## src/rtl/imm_ext_pkg.sv

```systemverilog
// rtl/imm_ext_pkg.sv - shared types for the immediate-extension pipe (optional IMM_EXT_CANON_CHECK_EN)
package imm_ext_pkg;

    // Widest OUT_W supported; FIFO entries carry this many data bits.
    localparam int IMM_EXT_MAX_W = 64;

    typedef enum logic [1:0] {
        MODE_ZERO     = 2'b00,
        MODE_SIGN     = 2'b01,
        MODE_SIGN_SHL = 2'b10,
        MODE_ZERO_SHL = 2'b11
    } mode_t;

    typedef struct packed {
        logic [IMM_EXT_MAX_W-1:0] data;
`ifdef IMM_EXT_CANON_CHECK_EN
        logic                     err;
`endif
    } entry_t;

endpackage

```

## src/rtl/imm_ext_core.sv

```systemverilog
// rtl/imm_ext_core.sv - combinational zero/sign extension with optional shift (optional IMM_EXT_CANON_CHECK_EN)
module imm_ext_core #(
    parameter int IN_W  = 27,
    parameter int OUT_W = 32,
    parameter int FW_W  = 5,
    parameter int SHL   = 2
) (
    input  logic [IN_W-1:0]  data,
    input  logic [FW_W-1:0]  fw,
    input  logic [1:0]       mode,
    output logic [OUT_W-1:0] ext
`ifdef IMM_EXT_CANON_CHECK_EN
    ,
    output logic             err
`endif
);
    import imm_ext_pkg::*;

    mode_t            m;
    logic [IN_W-1:0]  keep;
    logic             sign_bit;
    logic             fill;
    logic [OUT_W-1:0] base;

    // fw is already clamped to IN_W, so fw = 0 leaves keep empty and sign_bit 0.
    always_comb begin
        m        = mode_t'(mode);
        keep     = '0;
        sign_bit = 1'b0;
        for (int i = 0; i < IN_W; i++) begin
            if (i < int'(fw)) keep[i] = 1'b1;
            if (i + 1 == int'(fw)) sign_bit = data[i];
        end
        fill = (m == MODE_SIGN || m == MODE_SIGN_SHL) ? sign_bit : 1'b0;
        base = {OUT_W{fill}};
        for (int i = 0; i < IN_W; i++) begin
            if (keep[i]) base[i] = data[i];
        end
        ext = (m == MODE_SIGN_SHL || m == MODE_ZERO_SHL) ? (base << SHL) : base;
    end

`ifdef IMM_EXT_CANON_CHECK_EN
    assign err = |(data & ~keep);
`endif

endmodule

```

## src/rtl/imm_ext_pipe.sv

```systemverilog
// rtl/imm_ext_pipe.sv - pipelined immediate extender with output FIFO (optional IMM_EXT_CANON_CHECK_EN)
module imm_ext_pipe #(
    parameter int IN_W  = 27,
    parameter int OUT_W = 32,
    parameter int FW_W  = 5,
    parameter int SHL   = 2,
    parameter int DEPTH = 2
) (
    input  logic             clock,
    input  logic             reset,
    input  logic             in_valid,
    output logic             in_ready,
    input  logic [IN_W-1:0]  in_data,
    input  logic [FW_W-1:0]  in_fld_w,
    input  logic [1:0]       in_mode,
    output logic             out_valid,
    input  logic             out_ready,
    output logic [OUT_W-1:0] out_data
`ifdef IMM_EXT_CANON_CHECK_EN
    ,
    output logic             out_err
`endif
);
    import imm_ext_pkg::*;

    localparam int PTR_W = (DEPTH > 1) ? $clog2(DEPTH) : 1;
    localparam int CNT_W = $clog2(DEPTH + 1);

    entry_t           mem [DEPTH];
    entry_t           wr_entry;
    entry_t           head;
    logic [PTR_W-1:0] wr_ptr;
    logic [PTR_W-1:0] rd_ptr;
    logic [CNT_W-1:0] count;
    logic [CNT_W-1:0] count_next;
    logic [FW_W-1:0]  fw;
    logic [OUT_W-1:0] ext_data;
    logic             push;
    logic             pop;
`ifdef IMM_EXT_CANON_CHECK_EN
    logic             ext_err;
`endif

    function automatic logic [PTR_W-1:0] ptr_inc(input logic [PTR_W-1:0] p);
        return (p == PTR_W'(DEPTH - 1)) ? '0 : p + 1'b1;
    endfunction

    assign fw = (int'(in_fld_w) > IN_W) ? FW_W'(IN_W) : in_fld_w;

    imm_ext_core #(
        .IN_W (IN_W),
        .OUT_W(OUT_W),
        .FW_W (FW_W),
        .SHL  (SHL)
    ) u_core (
        .data(in_data),
        .fw  (fw),
        .mode(in_mode),
        .ext (ext_data)
`ifdef IMM_EXT_CANON_CHECK_EN
        ,
        .err (ext_err)
`endif
    );

    always_comb begin
        wr_entry      = '0;
        wr_entry.data = IMM_EXT_MAX_W'(ext_data);
`ifdef IMM_EXT_CANON_CHECK_EN
        wr_entry.err  = ext_err;
`endif
    end

    // in_ready is registered, so a pop on a full FIFO cannot admit a push in the same cycle.
    assign push = in_valid && in_ready && !reset;
    assign pop  = out_valid && out_ready && !reset;

    always_comb begin
        count_next = count;
        if (push && !pop)      count_next = count + 1'b1;
        else if (!push && pop) count_next = count - 1'b1;
    end

    always_ff @(posedge clock) begin
        if (reset) begin
            count    <= '0;
            wr_ptr   <= '0;
            rd_ptr   <= '0;
            in_ready <= 1'b1;
        end else begin
            count    <= count_next;
            in_ready <= (count_next != CNT_W'(DEPTH));
            if (push) wr_ptr <= ptr_inc(wr_ptr);
            if (pop)  rd_ptr <= ptr_inc(rd_ptr);
        end
    end

    always_ff @(posedge clock) begin
        if (push) mem[wr_ptr] <= wr_entry;
    end

    assign head      = mem[rd_ptr];
    assign out_valid = (count != '0);
    assign out_data  = out_valid ? OUT_W'(head.data) : '0;
`ifdef IMM_EXT_CANON_CHECK_EN
    assign out_err   = out_valid ? head.err : 1'b0;
`endif

endmodule
```

## config.mk

```make
export PLATFORM = sky130hd
export DESIGN_NAME = imm_ext_pipe
export DESIGN_NICKNAME = d
export VERILOG_FILES = /design/src/rtl/imm_ext_pkg.sv /design/src/rtl/imm_ext_core.sv /design/src/rtl/imm_ext_pipe.sv
export SDC_FILE = /design/constraint.sdc
export NUM_CORES = 1
export LEC_CHECK = 0
export ABC_AREA = 1
export ABC_CLOCK_PERIOD_IN_PS = 7500
export CAP_MARGIN = 20
export CORE_UTILIZATION = 25
export CTS_BUF_LIST = sky130_fd_sc_hd__clkbuf_8
export CTS_CLUSTER_SIZE = 25
export DETAILED_ROUTE_END_ITERATION = 8
export GPL_TIMING_DRIVEN = 1
export PLACE_DENSITY = 0.45
export SLEW_MARGIN = 30
export SYNTH_ARGS = -nofsm -noshare
export SYNTH_HDL_FRONTEND = slang
export SYNTH_SLANG_ARGS = --single-unit
```

## constraint.sdc

```tcl
create_clock -name clock -period 7.5 [get_ports clock]
set_clock_uncertainty 0.1 [all_clocks]
set_input_delay 1.125 -clock clock [delete_from_list [all_inputs] [get_ports clock]]
set_output_delay 1.125 -clock clock [all_outputs]
set_load 0.01 [all_outputs]
```

==> results of run 1 <==
[metal layers]
metal	track usage [%]	share of wire (%)	wire length, um
met3	2.68	4.9	543
met1	20.1	49	5390
met5	0	0	0
met2	22.0	45	4960
met4	4.62	1.2	132
[sequential cells by signal, indices dropped and copies added (netlist names), named ones only]
register / cells
wr_ptr: 1
mem: 60
count: 2
in_ready: 1
rd_ptr: 1
[cells in the final DEF, fill, tap and decap left out, types with 2 or more instances in the layout]
master           count
inv_1               48
ha_1                 3
buf_4                4
inv_2                9
clkbuf_8             9
nor2_1              96
a31oi_1              3
nand2_1             99
nor2_4               4
nand3_1             66
or2_2               10
a21oi_1              4
nor2_2               3
o21ai_1              3
dfxtp_1              6
edfxtp_1            60
o21ai_0             41
clkdlybuf4s50_1     71
bufinv_16            2
nand4_1              4
nand2_2              4
nand3b_1             7
xor2_1               2
[through the flow]
| stage | total power [mW] | utilization [%] |
|---|---|---|
| 2_1_floorplan | 0.603 | - |
| 3_3_place_gp | 0.733 | 31.6 |
| 3_5_place_dp | 0.734 | 31.6 |
| 4_1_cts | 1.06 | 33.1 |
| 5_1_grt | 1.11 | 33.1 |
| 6_report | 1.05 | 33.1 |
[logic make-up after synthesis]
group,count (synthesis)
buffers and inverters,78
DFF,66
and+or+nand+nor,299
adders and majority gates,3
AOI/OAI and AO/OA,56
xor gates and xnor gates,2
[layout make-up]
class / count / area (um2)
fillers: 1609 / 10200
flip-flops and latches: 66 / 1920
multi-input cells: 360 / 1690
repair buffers: 75 / 741
well taps: 211 / 264
inverters: 56 / 210
clock buffers: 9 / 124
clock inverters: 7 / 93.8
[tightest hold or removal path: cells and delay by family, from the launching register on]
family	cells	cell delay, ns
buffers and inverters	1	0.06
AOI/OAI and AO/OA	1	0.09
DFF	1	0.30
[power by group]
group          switching, mW  internal (mW)
clock                  0.139          0.187
sequential           0.00458          0.434
combinational          0.168          0.115
total                  0.311          0.736
[how the worst min path moves through the flow]
stage,depth (start not counted),from,to,slack (ns)
after CTS,2,count[1]$_SDFF_PP0_,count[1]$_SDFF_PP0_,0.40
after detailed placement,2,count[1]$_SDFF_PP0_,count[1]$_SDFF_PP0_,0.39
final,2,count[1]$_SDFF_PP0_,count[1]$_SDFF_PP0_,0.39
after global placement,2,count[1]$_SDFF_PP0_,count[1]$_SDFF_PP0_,0.38
after floorplan,2,count[1]$_SDFF_PP0_,count[1]$_SDFF_PP0_,0.36
after global routing,2,rd_ptr$_SDFFE_PP0P_,flop,0.43
==> flow_summary.ini, run 1 <==
[run_status]
outcome = complete, no violations

[worst_setup_path]
crit_path_frequent_cell = nand2_1
cp.depth = 30
arrival_ns = 4.40
r2r_start = count[0]$_SDFF_PP0_
required_ns = 7.48
worstSetupPathType = primary input to flop
crit_path_start_kind = primary input
timing.rr.end = in_ready$_SDFF_PP1_
crit_path_max_incr_delay_ns = 0.66
worstPathBufferInverterCount = 1
cp-end-kind = flop
regToRegSetupSlack_ns = 5.53
crit_fanout = 21
cp-endpoint = mem[0][3]$_DFFE_PP_
rr_worst_depth = 9
slowest_stage = clkdlybuf4s50_1
startpoint = in_fld_w[4]
critPathTopFamily = simple AND/OR/NAND/NOR gates

[grt]
grt_max_degree = 33
antenna_found_initial = 0
grt.overflow.total = 0
grt_pass1_wl_um = 17800
gr-usage-all-layers_pct = 14.3
grt_pass1_vias = 3346

[synthesis]
synthSimpleGateAreaFrac_pct = 33.9
syn_inst = 504
synthXorXnorAreaFrac_pct = 0.446
yosysWarnings = 0
ys_types = 34
synth_top_family_by_area = simple AND/OR/NAND/NOR gates
yosys-top-cells-count = nand2_1 (99), nor2_1 (98), nand3_1 (66)
synth_edf_count = 60
yosysMostFrequentCell = nand2_1
synthTopCellsByArea = edfxtp_1 (46%), nand2_1 (9.5%), nor2_1 (9.4%)
synth_flop_cell = edfxtp_1
syn_avg_cell_area_um2 = 7.79
synth_top_area_share_pct = 45.9
synthArstFlopShare_pct = 0
seq_area_frac_synth_pct = 49.0
syn_area_mm2 = 0.00392
ys_ff_latch = 66
synth-adder-area-share_pct = 0.957
synth_compound_area_share_pct = 7.65
synthMuxAreaShare_pct = 0
synth.largest_area_cell = edfxtp_1
syn-num-nets = 545

[die]
die_h_um = 127
ios = 72
floorplan.initialDensity_pct = 25.7
die_area_mm2 = 0.0162
core_mm2 = 0.0153
dieWidth_um = 127
rows = 45

[final_layout]
stdcell_area_mm2 = 0.00505
nNetsFinal = 609
antennaDiodeCount = 0
layoutNonFillerInstCount = 784
drive_gt1_share_pct = 9.08
syn_to_final_growth_pct = 28.6

[timing]
period_needed_ns = 4.43
tightest_slew_ns = 0.881
setup_ws_ns = 3.07
timing.final.crit_share_pct = 59.0
maxSlewHeadroom_pct = 41.2
fmax_mhz = 226
setup_violations = 0
timing.final.hold_violations = 0
final_max_slew_viol_count = 0
finalSetupTns_ns = 0
rsz0062_at_grt = no
whs_ns = 0.392

[power]
irDropWorstVdd_v = 0.0000887
p_leak_nw = 2.10
powerDensity_mw_per_mm2 = 208

[clock_network]
cts_sinks = 66
cts_buffers = 9
clockBufferDepth = 2
cts_root_buffer = clkbuf_8
cts_tree = yes
cts.hold.buffers_added = 0
cts_resized = 0
htree_levels = 3
post_cts_buffers = 0
worst_skew_pair.late_latency_ns = 0.34
clk_pin_slew_worst_paths_ns = 0.07

[placement]
placedCellCount = 768
gp_congestion = 0.857
hpwl_um = 8160
dp_slack_ns = 2.75
io_buffers = 71
place_area_mm2 = 0.00483

[detailed_routing]
drt_iter0_drc = 175
ant_nets = 0
drc = 0
drtPass1Iterations = 4
vias_per_cell = 4.44
drt-total-wl_um = 11000
wl_per_cell_um = 14.1
via_count = 3478

[job]
drv_cap = 0

[worst_hold_path]
hold_path_class = flop to flop
Power figures use the tool's default switching activity.
==> inputs of run 2 (changes only) <==
--- a/config.mk
+++ b/config.mk
@@ -6,14 +6,14 @@
 export NUM_CORES = 1
 export LEC_CHECK = 0
 export ABC_AREA = 1
-export ABC_CLOCK_PERIOD_IN_PS = 7500
+export ABC_CLOCK_PERIOD_IN_PS = 4000
 export CAP_MARGIN = 20
 export CORE_UTILIZATION = 25
 export CTS_BUF_LIST = sky130_fd_sc_hd__clkbuf_8
 export CTS_CLUSTER_SIZE = 25
 export DETAILED_ROUTE_END_ITERATION = 8
 export GPL_TIMING_DRIVEN = 1
-export PLACE_DENSITY = 0.45
+export PLACE_DENSITY = 0.47
 export SLEW_MARGIN = 30
 export SYNTH_ARGS = -nofsm -noshare
 export SYNTH_HDL_FRONTEND = slang
==> constraint.sdc (replaced) <==
create_clock -name clock -period 4 [get_ports clock]
set_clock_uncertainty 0.1 [all_clocks]
set_input_delay 0.6 -clock clock [delete_from_list [all_inputs] [get_ports clock]]
set_output_delay 0.6 -clock clock [all_outputs]
set_load 0.01 [all_outputs]
==> flow_summary.ini, run 2 (same netlist as run 1, synthesis figures left out) <==
[run_status]
outcome = complete, no violations

[detailed_routing]
via_count = 3516
vias_per_cell = 4.40
drc = 0
drtPass1Iterations = 4
ant_nets = 0
wl_per_cell_um = 13.8
drt-total-wl_um = 11000
drt_iter0_drc = 247

[final_layout]
syn_to_final_growth_pct = 31.1
reg_top3 = mem x60, count x2
drive_gt1_share_pct = 10.9
nNetsFinal = 626
stdcell_area_mm2 = 0.00514
antennaDiodeCount = 0
fill_cells = 1622
largest_reg_flops = 60
layoutNonFillerInstCount = 800
multi_input_area_mm2 = 0.00169
layout_commonest_cell = nand2_1
final_cell_mix = nand2_1 (99), nor2_1 (96), clkdlybuf4s50_1 (71), nand3_1 (66), edfxtp_1 (60)
top_register = mem
regArea_mm2 = 0.00192

[grt]
top_usage_layer = met2
use_met3_pct = 2.39
antenna_found_initial = 0
grt.overflow.total = 0
grt_pass1_vias = 3383
gr-usage-met2_pct = 21.6
grt_max_degree = 32
gr-usage-all-layers_pct = 14.2
grt_pass1_wl_um = 17700
met1_usage_pct = 20.4

[placement]
gp_congestion = 0.827
placedCellCount = 785
hpwl_um = 8600
dp_slack_ns = 0.155
io_buffers = 71
place_area_mm2 = 0.00497

[clock_network]
post_cts_buffers = 0
cts_resized = 0
clk_pin_slew_worst_paths_ns = 0.07
cts_sinks = 66
worst_skew_pair.late_latency_ns = 0.33
cts_buffers = 9
clockBufferDepth = 2
cts.hold.buffers_added = 0
cts_tree = yes
htree_levels = 3
cts_root_buffer = clkbuf_8

[timing]
tightest_slew_ns = 0.846
whs_ns = 0.404
setup_ws_ns = 0.517
maxSlewHeadroom_pct = 43.5
setup_violations = 0
finalSetupTns_ns = 0
rsz0062_at_grt = no
final_max_slew_viol_count = 0
period_needed_ns = 3.48
timing.final.crit_share_pct = 87.1
fmax_mhz = 287
timing.final.hold_violations = 0

[die]
floorplan.initialDensity_pct = 25.7
die_h_um = 127
ios = 72
rows = 45
dieWidth_um = 127
core_mm2 = 0.0153
die_area_mm2 = 0.0162

[power]
irDropWorstVdd_v = 0.000126
p_leak_nw = 2.17
powerDensity_mw_per_mm2 = 365

[worst_setup_path]
worstSetupPathType = primary input to flop
cp-end-kind = flop
crit_path_start_kind = primary input
crit_fanout = 20
crit_path_frequent_cell = nand2_1
arrival_ns = 3.45
slowest_stage = clkdlybuf4s50_1
crit_path_max_incr_delay_ns = 0.54
required_ns = 3.96
rr_worst_depth = 9

[job]
drv_cap = 0

[worst_hold_path]
hold_path_class = flop to flop
whs_path_depth = 2
## run 2: cell types whose count changed in the layout (fill, tap and decap cells not counted)
cell | before | now
inv_1 | 48 | 51
inv_2 | 9 | 7
clkinvlp_4 | 1 | 0
buf_12 | 0 | 1
clkinv_2 | 1 | 2
clkinv_1 | 0 | 1
buf_4 | 4 | 20
clkinv_4 | 1 | 0
inv_6 | 1 | 0
bufinv_16 | 2 | 1
## run 2: layer usage
metal  wire length, um  part of all wire, %
met4               123                  1.1
met5                 0                    0
met3               444                  4.0
met2              4850                   44
met1              5610                   51
## run 2: final cells by class
cell class	count	area share [%]
Clock buffer	9	2.41
Clock inverter	6	0.997
Inverter	56	4.09
Multi-Input combinational cell	360	32.9
Sequential cell	66	37.4
Tap cell	211	5.13
Timing Repair Buffer	92	17.1
## run 2: metrics by stage
step	total power, mW	utilization (%)
finish	1.88	33.7
global route	1.99	33.7
CTS	1.91	33.7
detailed placement	1.40	32.6
global placement	1.39	32.6
floorplan	1.13	-
## run 2: worst paths after layout
check,from,end,slack (ns)
setup / recovery,in_fld_w[3],mem[0][4]$_DFFE_PP_,0.52
hold / removal,count[1]$_SDFF_PP0_,count[1]$_SDFF_PP0_,0.40
setup reg to reg,count[0]$_SDFF_PP0_,in_ready$_SDFF_PP1_,1.79
hold reg to reg,count[1]$_SDFF_PP0_,count[1]$_SDFF_PP0_,0.40
## run 2: where the power goes
part,switching [mW],leakage (nW),internal (mW)
sequential,0.00835,0.605,0.815
combinational,0.316,1.47,0.235
clock,0.228,0.0989,0.275
total,0.552,2.17,1.33
## run 2: worst max-delay path, delay by kind of cell
family / cells / cell delay (ns)
buffers and inverters: 2 / 0.69
and+or+nand+nor: 27 / 2.13
==> inputs of run 3 (changes only) <==
--- a/config.mk
+++ b/config.mk
@@ -12,9 +12,9 @@
 export CTS_BUF_LIST = sky130_fd_sc_hd__clkbuf_8
 export CTS_CLUSTER_SIZE = 25
 export DETAILED_ROUTE_END_ITERATION = 8
+export GPL_ROUTABILITY_DRIVEN = 0
 export GPL_TIMING_DRIVEN = 1
 export PLACE_DENSITY = 0.47
-export SLEW_MARGIN = 30
 export SYNTH_ARGS = -nofsm -noshare
 export SYNTH_HDL_FRONTEND = slang
 export SYNTH_SLANG_ARGS = --single-unit
==> constraint.sdc (replaced) <==
create_clock -name clock -period 4 [get_ports clock]
set_clock_uncertainty 0.1 [all_clocks]
set_input_delay 0.8 -clock clock [delete_from_list [all_inputs] [get_ports clock]]
set_output_delay 0.8 -clock clock [all_outputs]
set_load 0.01 [all_outputs]
==> flow_summary.ini, run 3 (same netlist as run 1, synthesis figures left out) <==
[detailed_routing]
drc = 0
vias_per_cell = 4.37
via_count = 3494
ant_nets = 0
drtPass1Iterations = 6
drt_iter0_drc = 301
wl_per_cell_um = 13.7
drt-total-wl_um = 11000

[clock_network]
cts_sinks = 66
worst_skew_pair.late_latency_ns = 0.33
cts_buffers = 9
cts_root_buffer = clkbuf_8
clockBufferDepth = 2
cts.hold.buffers_added = 0
post_cts_buffers = 0
cts_tree = yes
htree_levels = 3
clk_pin_slew_worst_paths_ns = 0.07

[final_layout]
largest_reg_flops = 60
nNetsFinal = 625
post-route-util_pct = 33.5
layout_commonest_cell = nand2_1
reg_top3 = mem x60, count x2
drive_gt1_share_pct = 11.1
top_register = mem
syn_to_final_growth_pct = 30.4
antennaDiodeCount = 0
fill_cells = 1629
final_cell_mix = nand2_1 (99), nor2_1 (94), clkdlybuf4s50_1 (71), nand3_1 (66), edfxtp_1 (60)

[grt]
grt_pass1_vias = 3367
grt_max_degree = 32
grt_pass1_wl_um = 17600
antenna_found_initial = 0
gr-usage-all-layers_pct = 14.3
grt.overflow.total = 0

[timing]
fmax_mhz = 278
final_max_slew_viol_count = 0
period_needed_ns = 3.60
timing.final.hold_violations = 0
timing.final.crit_share_pct = 90.1
maxSlewHeadroom_pct = 45.7
rsz0062_at_grt = no
setup_violations = 0
tightest_slew_ns = 0.813

[power]
power_mw = 1.81
irDropWorstVdd_v = 0.000135
p_leak_nw = 2.15
powerDensity_mw_per_mm2 = 354

[placement]
io_buffers = 71
hpwl_um = 8400

[worst_setup_path]
crit_path_start_kind = primary input
worstSetupPathType = primary input to flop
required_ns = 3.96
crit_fanout = 20
arrival_ns = 3.57
cp-end-kind = flop

[job]
drv_cap = 0

[die]
rows = 45
core_mm2 = 0.0153
die_h_um = 127
ios = 72
dieWidth_um = 127
die_area_mm2 = 0.0162
floorplan.initialDensity_pct = 25.7

[worst_hold_path]
hold_path_class = flop to flop

[run_status]
outcome = complete, no violations
## run 3: timing repair
| item | 4_1_cts | 5_1_grt |
|---|---|---|
| endpoints found under the setup margin | 0 | 32 |
| resized for setup | 0 | 2 |
| endpoints found under the hold margin | 0 | 0 |
## run 3: path summary, 6_finish.rpt
kind / start / to / slack, ns / cells past startpoint
min reg2reg: count[1]$_SDFF_PP0_ / count[1]$_SDFF_PP0_ / 0.41 / 2
max: in_fld_w[2] / mem[1][24]$_DFFE_PP_ / 0.40 / 27
min: count[1]$_SDFF_PP0_ / count[1]$_SDFF_PP0_ / 0.41 / 2
max reg2reg: count[0]$_SDFF_PP0_ / in_ready$_SDFF_PP1_ / 1.94 / 9
## run 3: metal layers
metal,vias up,share of wire [%],track usage [%]
met1,1565,49,20.0
li1,1813,-,-
met3,8,4.7,3.02
met2,108,45,21.8
met5,-,0,0
met4,0,1.3,4.55
## run 3: critical path: stages
cell             delay [ns]
clkdlybuf4s50_1        0.46
buf_4                  0.19
nor2_2                 0.14
inv_1                  0.10
nor2_2                 0.17
inv_2                  0.05
nor2_2                 0.15
nand2_1                0.08
nand2_1                0.07
nand4_1                0.07
nand2_1                0.07
nand3_1                0.06
nand2_1                0.06
nand2_1                0.05
nand2_1                0.06
nand3_1                0.07
nand2_1                0.06
nand2_1                0.04
nand2_1                0.05
nand2_1                0.05
nand2_1                0.06
nand2_1                0.07
nand2_2                0.10
buf_12                 0.15
nand3_1                0.09
nand3_1                0.10
nand2_1                0.14
## run 3: final cells by class
class,count,area [um2],share of cell area (%)
well taps,211,264,5.16
inverters,56,210,4.11
repair buffers,91,873,17.1
multi-input cells,360,1700,33.2
flip-flops and latches,66,1920,37.6
clock inverters,6,26.3,0.514
clock buffers,9,124,2.42
## run 3: report_power, final
part	internal [mW]	total (mW)	switching [mW]
combinational	0.235	0.552	0.317
sequential	0.815	0.824	0.00872
clock	0.211	0.438	0.227
total	1.26	1.81	0.552
## run 3: through the flow
step | hold WS (ns) | TNS [ns] | cell area, um2 | std cells | setup slack (ns)
2_1_floorplan | 0.361 | 0 | 3920 | 504 | 0.958
3_3_place_gp | 0.379 | -3.50 | 4960 | 784 | -0.0858
3_5_place_dp | 0.388 | -1.79 | 4960 | 784 | -0.0666
4_1_cts | 0.408 | 0 | 5110 | 799 | 0.299
5_1_grt | 0.426 | 0 | 5120 | 799 | 0.0523
6_report | 0.405 | 0 | 5120 | 799 | 0.397
